File: config.mk
export PLATFORM = sky130hd
export DESIGN_NAME = lsu_mem_initiator_flat
export DESIGN_NICKNAME = d
export VERILOG_FILES = /design/src/rtl/lsu_mem_initiator_if.sv /design/src/rtl/lsu_mem_initiator.sv /design/src/flat_wrapper.sv
export SDC_FILE = /design/constraint.sdc
export NUM_CORES = 1
export LEC_CHECK = 0
export CAP_MARGIN = 20
export CORE_AREA = 2 2 96 98
export CTS_BUF_LIST = sky130_fd_sc_hd__clkbuf_8
export CTS_CLUSTER_DIAMETER = 40
export DETAILED_ROUTE_END_ITERATION = 8
export DIE_AREA = 0 0 98 100
export DONT_BUFFER_PORTS = 1
export PLACE_DENSITY = 0.67
export SLEW_MARGIN = 20
export SYNTH_ARGS = -nofsm -noshare
export SYNTH_HDL_FRONTEND = slang
export SYNTH_SLANG_ARGS = --single-unit
export TNS_END_PERCENT = 100
File: constraint.sdc
create_clock -name clk -period 2.6 [get_ports clk]
set_clock_uncertainty 0.15 [all_clocks]
set_input_delay 0.39 -clock clk [delete_from_list [all_inputs] [get_ports clk]]
set_output_delay 0.39 -clock clk [all_outputs]
set_load 0.02 [all_outputs]
File: src/rtl/lsu_mem_initiator_if.sv
// lsu_mem_initiator_if: pipeline request/response handshake plus word-memory port
interface lsu_mem_initiator_if;
  logic        req_valid;
  logic        req_ready;
  logic        req_store;
  logic [1:0]  req_size;
  logic        req_unsigned;
  logic [31:0] req_addr;
  logic [31:0] req_wdata;
  logic        resp_valid;
  logic        resp_err;
  logic [31:0] resp_rdata;
  logic [1:0]  MEM;
  logic [31:0] Addr;
  logic [31:0] Wdata;
  logic [31:0] Rdata;
  modport slave (
    input  req_valid, req_store, req_size, req_unsigned, req_addr, req_wdata, Rdata,
    output req_ready, resp_valid, resp_err, resp_rdata, MEM, Addr, Wdata
  );
  modport master (
    output req_valid, req_store, req_size, req_unsigned, req_addr, req_wdata, Rdata,
    input  req_ready, resp_valid, resp_err, resp_rdata, MEM, Addr, Wdata
  );
endinterface

File: src/rtl/lsu_mem_initiator.sv
// lsu_mem_initiator: byte/half/word load-store initiator over a word-wide memory
module lsu_mem_initiator #(
  parameter int DEPTH_LOG2  = 10,
  parameter bit CHECK_RANGE = 1'b1
) (
  input logic clk,
  input logic rst_n,
  lsu_mem_initiator_if.slave bus
);
  typedef enum logic [1:0] {IDLE, RD, WR, RESP} state_t;
  state_t state, state_nx;
  logic                  op_store, op_uns, err_r, accept, req_err;
  logic [1:0]            op_size;
  logic [DEPTH_LOG2+1:0] op_addr;
  logic [31:0]           wdata_r, rdata_r, lane_mask, lane_raw, load_val, merged;
  logic [4:0]            sh;
  assign accept  = state == IDLE && bus.req_valid;
  assign req_err = bus.req_size == 2'b11
                || (bus.req_size == 2'b01 && bus.req_addr[0])
                || (bus.req_size == 2'b10 && bus.req_addr[1:0] != 2'b00)
                || (CHECK_RANGE && (bus.req_addr >> (DEPTH_LOG2 + 2)) != 32'd0);
  // lane position, load extraction/extension and store merge from the sampled word
  always_comb begin
    sh        = op_size == 2'b00 ? {op_addr[1:0], 3'b000} : {op_addr[1], 4'b0000};
    lane_mask = (op_size == 2'b00 ? 32'h0000_00FF : 32'h0000_FFFF) << sh;
    lane_raw  = (bus.Rdata & lane_mask) >> sh;
    load_val  = op_size == 2'b10 ? bus.Rdata
              : op_size == 2'b00 ? {{24{~op_uns & lane_raw[7]}}, lane_raw[7:0]}
              : {{16{~op_uns & lane_raw[15]}}, lane_raw[15:0]};
    merged    = (bus.Rdata & ~lane_mask) | ((wdata_r << sh) & lane_mask);
  end
  // next state: errors skip memory, sub-word stores read before writing
  always_comb begin
    state_nx = state;
    state_nx = state == IDLE ? (!bus.req_valid ? IDLE : req_err ? RESP
                                : (!bus.req_store || bus.req_size != 2'b10) ? RD : WR)
             : state == RD ? (op_store ? WR : RESP)
             : state == WR ? RESP : IDLE;
  end
  // state register
  always_ff @(posedge clk or negedge rst_n)
    if (!rst_n) state <= IDLE;
    else        state <= state_nx;
  // request latch, read-modify-write merge and load result
  always_ff @(posedge clk or negedge rst_n) begin
    if (!rst_n) begin
      op_store <= 1'b0;
      op_uns   <= 1'b0;
      op_size  <= 2'b00;
      op_addr  <= '0;
      wdata_r  <= '0;
      rdata_r  <= '0;
      err_r    <= 1'b0;
    end else if (accept) begin
      op_store <= bus.req_store;
      op_uns   <= bus.req_unsigned;
      op_size  <= bus.req_size;
      op_addr  <= bus.req_addr[DEPTH_LOG2+1:0];
      wdata_r  <= bus.req_wdata;
      rdata_r  <= '0;
      err_r    <= req_err;
    end else if (state == RD) begin
      if (op_store) wdata_r <= merged;
      else          rdata_r <= load_val;
    end
  end
  assign bus.req_ready  = state == IDLE;
  assign bus.resp_valid = state == RESP;
  assign bus.resp_err   = err_r;
  assign bus.resp_rdata = rdata_r;
  assign bus.MEM        = {state == WR, state == RD};
  assign bus.Addr       = {{(30 - DEPTH_LOG2){1'b0}}, op_addr[DEPTH_LOG2+1:2]};
  assign bus.Wdata      = wdata_r;
endmodule
File: src/flat_wrapper.sv
// flat-port wrapper written by rule: the top's interface ports become plain ports
module lsu_mem_initiator_flat 
#(
  parameter int DEPTH_LOG2  = 10,
  parameter bit CHECK_RANGE = 1'b1
)
  (clk, rst_n, bus_req_valid, bus_req_store, bus_req_size, bus_req_unsigned, bus_req_addr, bus_req_wdata, bus_Rdata, bus_req_ready, bus_resp_valid, bus_resp_err, bus_resp_rdata, bus_MEM, bus_Addr, bus_Wdata);
  lsu_mem_initiator_if bus_i ();
  input logic clk;
  input logic rst_n;
  input wire logic [$bits(bus_i.req_valid)-1:0] bus_req_valid;
  input wire logic [$bits(bus_i.req_store)-1:0] bus_req_store;
  input wire logic [$bits(bus_i.req_size)-1:0] bus_req_size;
  input wire logic [$bits(bus_i.req_unsigned)-1:0] bus_req_unsigned;
  input wire logic [$bits(bus_i.req_addr)-1:0] bus_req_addr;
  input wire logic [$bits(bus_i.req_wdata)-1:0] bus_req_wdata;
  input wire logic [$bits(bus_i.Rdata)-1:0] bus_Rdata;
  output wire logic [$bits(bus_i.req_ready)-1:0] bus_req_ready;
  output wire logic [$bits(bus_i.resp_valid)-1:0] bus_resp_valid;
  output wire logic [$bits(bus_i.resp_err)-1:0] bus_resp_err;
  output wire logic [$bits(bus_i.resp_rdata)-1:0] bus_resp_rdata;
  output wire logic [$bits(bus_i.MEM)-1:0] bus_MEM;
  output wire logic [$bits(bus_i.Addr)-1:0] bus_Addr;
  output wire logic [$bits(bus_i.Wdata)-1:0] bus_Wdata;
  assign bus_i.req_valid = bus_req_valid;
  assign bus_i.req_store = bus_req_store;
  assign bus_i.req_size = bus_req_size;
  assign bus_i.req_unsigned = bus_req_unsigned;
  assign bus_i.req_addr = bus_req_addr;
  assign bus_i.req_wdata = bus_req_wdata;
  assign bus_i.Rdata = bus_Rdata;
  assign bus_req_ready = bus_i.req_ready;
  assign bus_resp_valid = bus_i.resp_valid;
  assign bus_resp_err = bus_i.resp_err;
  assign bus_resp_rdata = bus_i.resp_rdata;
  assign bus_MEM = bus_i.MEM;
  assign bus_Addr = bus_i.Addr;
  assign bus_Wdata = bus_i.Wdata;
  lsu_mem_initiator #(.DEPTH_LOG2(DEPTH_LOG2), .CHECK_RANGE(CHECK_RANGE)) u_core (.clk(clk), .rst_n(rst_n), .bus(bus_i));
endmodule
# Word level (Yosys, flattened, before mapping)

Index checks and enable logic that the tools add are counted.
Widths: inputs -> output; s select.

Equality and inequality tests: 9
Reduce and logical (&&, ||, !) cells: 16
Bitwise operators: 8
Multiply operators: 0
Divide/modulo/power cells: 0
$add $sub $neg: 0
Multiplexer cells: 17
Shift-type cells: 3
$lt $le $gt $ge: 0

Operators with widths:

| operator           | number |
|---|---|
| $mux 32            | 8 |
| $and 32x32->32     | 3 |
| $not 32->32        | 1 |
| $or 32x32->32      | 1 |
| $reduce_bool 32->1 | 1 |
| $shl 16x5->32      | 1 |
| $shl 32x5->32      | 1 |
| $shr 32x5->16      | 1 |
| $mux 16            | 1 |
| $mux 2             | 6 |
| $eq 2x2->1 const B | 5 |
| $reduce_bool 2->1  | 3 |
| $eq 2x1->1 const B | 2 |
| $logic_not 2->1    | 2 |
| $logic_or 1x1->1   | 4 |
| $mux 4             | 1 |
| $ne 2x2->1 const B | 2 |
| $reduce_and 2->1   | 2 |
| $logic_and 1x1->1  | 3 |
| $and 1x1->1        | 2 |
| $logic_not 1->1    | 1 |
| $mux 1             | 1 |
| $not 1->1          | 1 |

Memory bits (read-only): 0
Register bits after elaboration: 83
Latch bits: 0
Memories kept: 0
Input port bits: 103
Memory bits (writable): 0

# Logic depth before layout (Yosys ltp)

Depth after elaboration: 11
Depth in mapped cells: 9

# Worst setup path after synthesis

OpenSTA, ideal clock, no wires.

Kind: register to register
Start: register u_core.state[0]
End: register u_core.rdata_r[13] (netlist: u_core.bus.resp_rdata[13])
Cell stages (with the launch flop): 10
Clock period less this slack: 1.967 ns
Arrival: 1.687 ns
Buffers on the path: 3
Path slack: 0.633 ns
Cells stage by stage: dfrtp_1 > inv_1 > ha_1 > nand2_1 > buf_2 > and2_1 > clkbuf_1 > buf_2 > a32oi_1 > o21ai_0

Cells in the longest elaborated chain, start to end: 4
Elaborated cells between the ends (all ways): 7

RTL lines:

| what                                                                    | line                    | text |
|---|---|---|
| from (decl)                                                             | lsu_mem_initiator.sv:11 | `state_t state, state_nx;` |
| from (signal assigned)                                                  | lsu_mem_initiator.sv:43 | `else state <= state_nx;` |
| $logic_not 2->1 (*)                                                     | n/a                     |  |
| net bus_req_ready                                                       | flat_wrapper.sv:18      | `output wire logic [$bits(bus_i.req_ready)-1:0] bus_req_ready;` |
| $logic_and 1x1->1 (*)                                                   | lsu_mem_initiator.sv:17 | `assign accept = state == IDLE && bus.req_valid;` |
| $ne 2x2->1 (no source line) / $reduce_bool 2->1 (equally long branches) | n/a                     |  |
| $reduce_and 2->1 (no source line)                                       | n/a                     |  |
| to (signal assigned)                                                    | lsu_mem_initiator.sv:64 | `else rdata_r <= load_val;` |
| to (decl)                                                               | lsu_mem_initiator.sv:15 | `logic [31:0] wdata_r, rdata_r, lane_mask, lane_raw, load_val, merged;` |

The timed path passes the listed nets; every way through them passes the cells marked *.
A chain may end at the register's enable or synchronous reset.

# Worst setup path in the final report

Start: register u_core.state[0]
End: register u_core.rdata_r[16] (netlist: u_core.bus.resp_rdata[16])

Same word-level chain as after synthesis.

==> metrics <==
# rows 35; predominant post-synthesis flop cell dfrtp_1; Power Dens Cells roughly 1400 nW/µm²; WP data required 2720 ps; Ys Warns 0; Setup CP Type flip-flop to flip-flop; Critical Path AT roughly 2500 ps; Avg WL per Cell approximately 22 µm; DR DRC count 0; Tot GR Track Use 0.2615; run status complete, no violations; commonest non-fill, non-tap cell in the layout nand2_1; GR Util met3 0.08426; fill count 806; pre-CTS setup slack 175.3 ps; CTS buffer count 9; switching power roughly 3200 µW; Mapped Area between 4000 and 5000 µm²; post_cts resized 0; final wirelength around 13 mm; Yosys reg bits 83; layer carrying the most global-route usage met2; Worst-path clk slew approximately 80 ps; Cell Int Power roughly 3500 µW; Setup crit start kind flip-flop; chip width 98 µm; first-pass GRT wire length 19.90 mm; CTS tree built; die area approximately 10000 µm²; total grt overflow 0; # H-tree levels 3; Max Cap Viol 0; Tot Pwr ~6700 µW; Post-DP HPWL 9.489 mm; Layout area overhead 7.410%; RSZ-0062 raised after global routing false; initial antenna violation count 1; setup violators final 0; sequential share of the synthesized area 0.4607; CP Max Fanout 16; deepest clock path buffer count 2; clock sink count a little over 80; Die Height about 100 µm; vias in the first global route approximately 3,700; Final Wtd Congestion just under 0.9; Lkg Pwr ~0.0021 µW; syn avg cell area 9.511 µm²; Final Cycle Share 0.8948; core area about 8900 µm²; GR Util met2 0.4442; drt first pass iters 5; Final Hold Fails 0; synthesized netlist cell count 474; met1 Resource Use GR 0.3091; sequential share of power 0.450; Worst Setup End Kind flip-flop; Nets around 580; synth unique cells between 40 and 50; Initial Utilization 0.5071; ys async rst share 1.000; number of flops mapped to enable cells by yosys 0; final setup margin 273.4 ps; layout cell share with drive strength beyond 1 0.1357; Via Count between 3,000 and 4,000; Max rail drop VDD around 0.00066 V; worst slew pin tran 695.4 ps; Port Buf Inserts 0; io pins just over 200; slew margin rel. 0.5333; sw frac 0.4766; most frequent cells in the layout 88 x nand2_1, 83 x dfrtp_1, 45 x o21ai_0; Post-Route Setup TNS 0 ps; Iter 0 DRT Violations 277; via/cell ratio between 6 and 7; Clock Latency Late Sink between 300 and 400 ps; largest net degree at the start of global routing 84; CTS root buffer clkbuf_8; pins over their slew limit 0; worst min path class input port to flip-flop; antenna viol nets, final 0; clock share of power 0.164; fmax ~430 MHz; min cycle time layout roughly 2300 ps; Gate power share 0.385
## power by group through the flow
stage / logic, µW / registers (µW) / clock network [µW]
after floorplan: 2350 / 2700 / 0
after global placement: 2400 / 3020 / 0
after detailed placement: 2490 / 3030 / 0
after CTS: 2540 / 3010 / 1110
after global routing: 2870 / 3090 / 1150
final: 2570 / 3010 / 1100
## layout make-up
type                            instances  area (µm²)  area share
Multi-Input combinational cell        349        2105      0.4346
Sequential cell                        83        2077      0.4289
Timing Repair Buffer                   28       274.0     0.05659
Tap cell                              111       138.9     0.02868
Clock buffer                            9       123.9     0.02558
Clock inverter                          6       106.4     0.02196
Inverter                                4       15.01    0.003101
Antenna cell                            1       2.502   0.0005168
## kinds of logic (layout without fill, tap and decap cells)
| logic type | Yosys count | after routing | share of synthesized area |
|---|---|---|---|
| adder cells (fa/ha/maj) | 4 | 4 | 0.01110 |
| AO/OA/AOI/OAI | 152 | 152 | 0.2398 |
| buffers and inverters | 63 | 47 | 0.09048 |
| multiplexers | 14 | 14 | 0.03108 |
| AND/OR/NAND/NOR | 157 | 157 | 0.1660 |
| flip-flops | 83 | 83 | 0.4607 |
| other | 1 | 23 | 0.0008318 |
## metrics by stage
| step | std cells | hold WS, ps | instance area, µm² | utilization |
|---|---|---|---|---|
| floorplan | 495 | -55.59 | 4587 | - |
| global placement | 557 | -53.40 | 4409 | 0.4960 |
| detailed placement | 557 | -53.37 | 4409 | 0.4960 |
| CTS | 589 | 14.53 | 4827 | 0.5430 |
| global route | 591 | 19.34 | 4842 | 0.5447 |
| finish | 591 | 23.82 | 4842 | 0.5447 |
## Yosys cell counts (11+ instances only)
master	instances	share of area
a22oi_1	18	0.030
o221a_2	15	0.037
mux2i_1	14	0.031
nor2_1	20	0.017
nand2_1	88	0.073
o21ai_2	11	0.021
nand2b_1	12	0.017
buf_4	32	0.053
dfrtp_1	83	0.46
o21ai_1	18	0.020
o21ai_0	45	0.050
buf_2	15	0.017
## worst paths after layout
path,start,endpoint,slack (ps),cells past startpoint
max,u_core.state[0],u_core.bus.resp_rdata[16],270,6
min,bus_req_wdata[28],flip-flop,20,1
max reg2reg,u_core.state[0],u_core.bus.resp_rdata[16],270,6
min reg2reg,u_core.op_uns,u_core.op_uns,360,2
max in group asynchronous,rst_n,u_core.op_addr[2],1450,2
min in group asynchronous,rst_n,u_core.bus.Wdata[1],460,2
## repair_timing
item                                   4_1_cts  5_1_grt
buffers inserted                             0        0
endpoints found under the hold margin       98        0
hold buffers                                17        0
## worst max-delay path, cell delays in order, from the launching register on
cell and delay, ps:
dfrtp_1 380, inv_1 70, ha_1 320, and2_2 310
a211oi_2 280, nand3_2 420, o21ai_0 290
## routing by layer
layer | up-vias | share of wire
li1 | 1659 | -
met1 | 1765 | 0.37
met2 | 231 | 0.49
met3 | 37 | 0.11
met4 | 0 | 0.032
met5 | - | 0
Note: power is estimated with default switching activity, not from simulation.
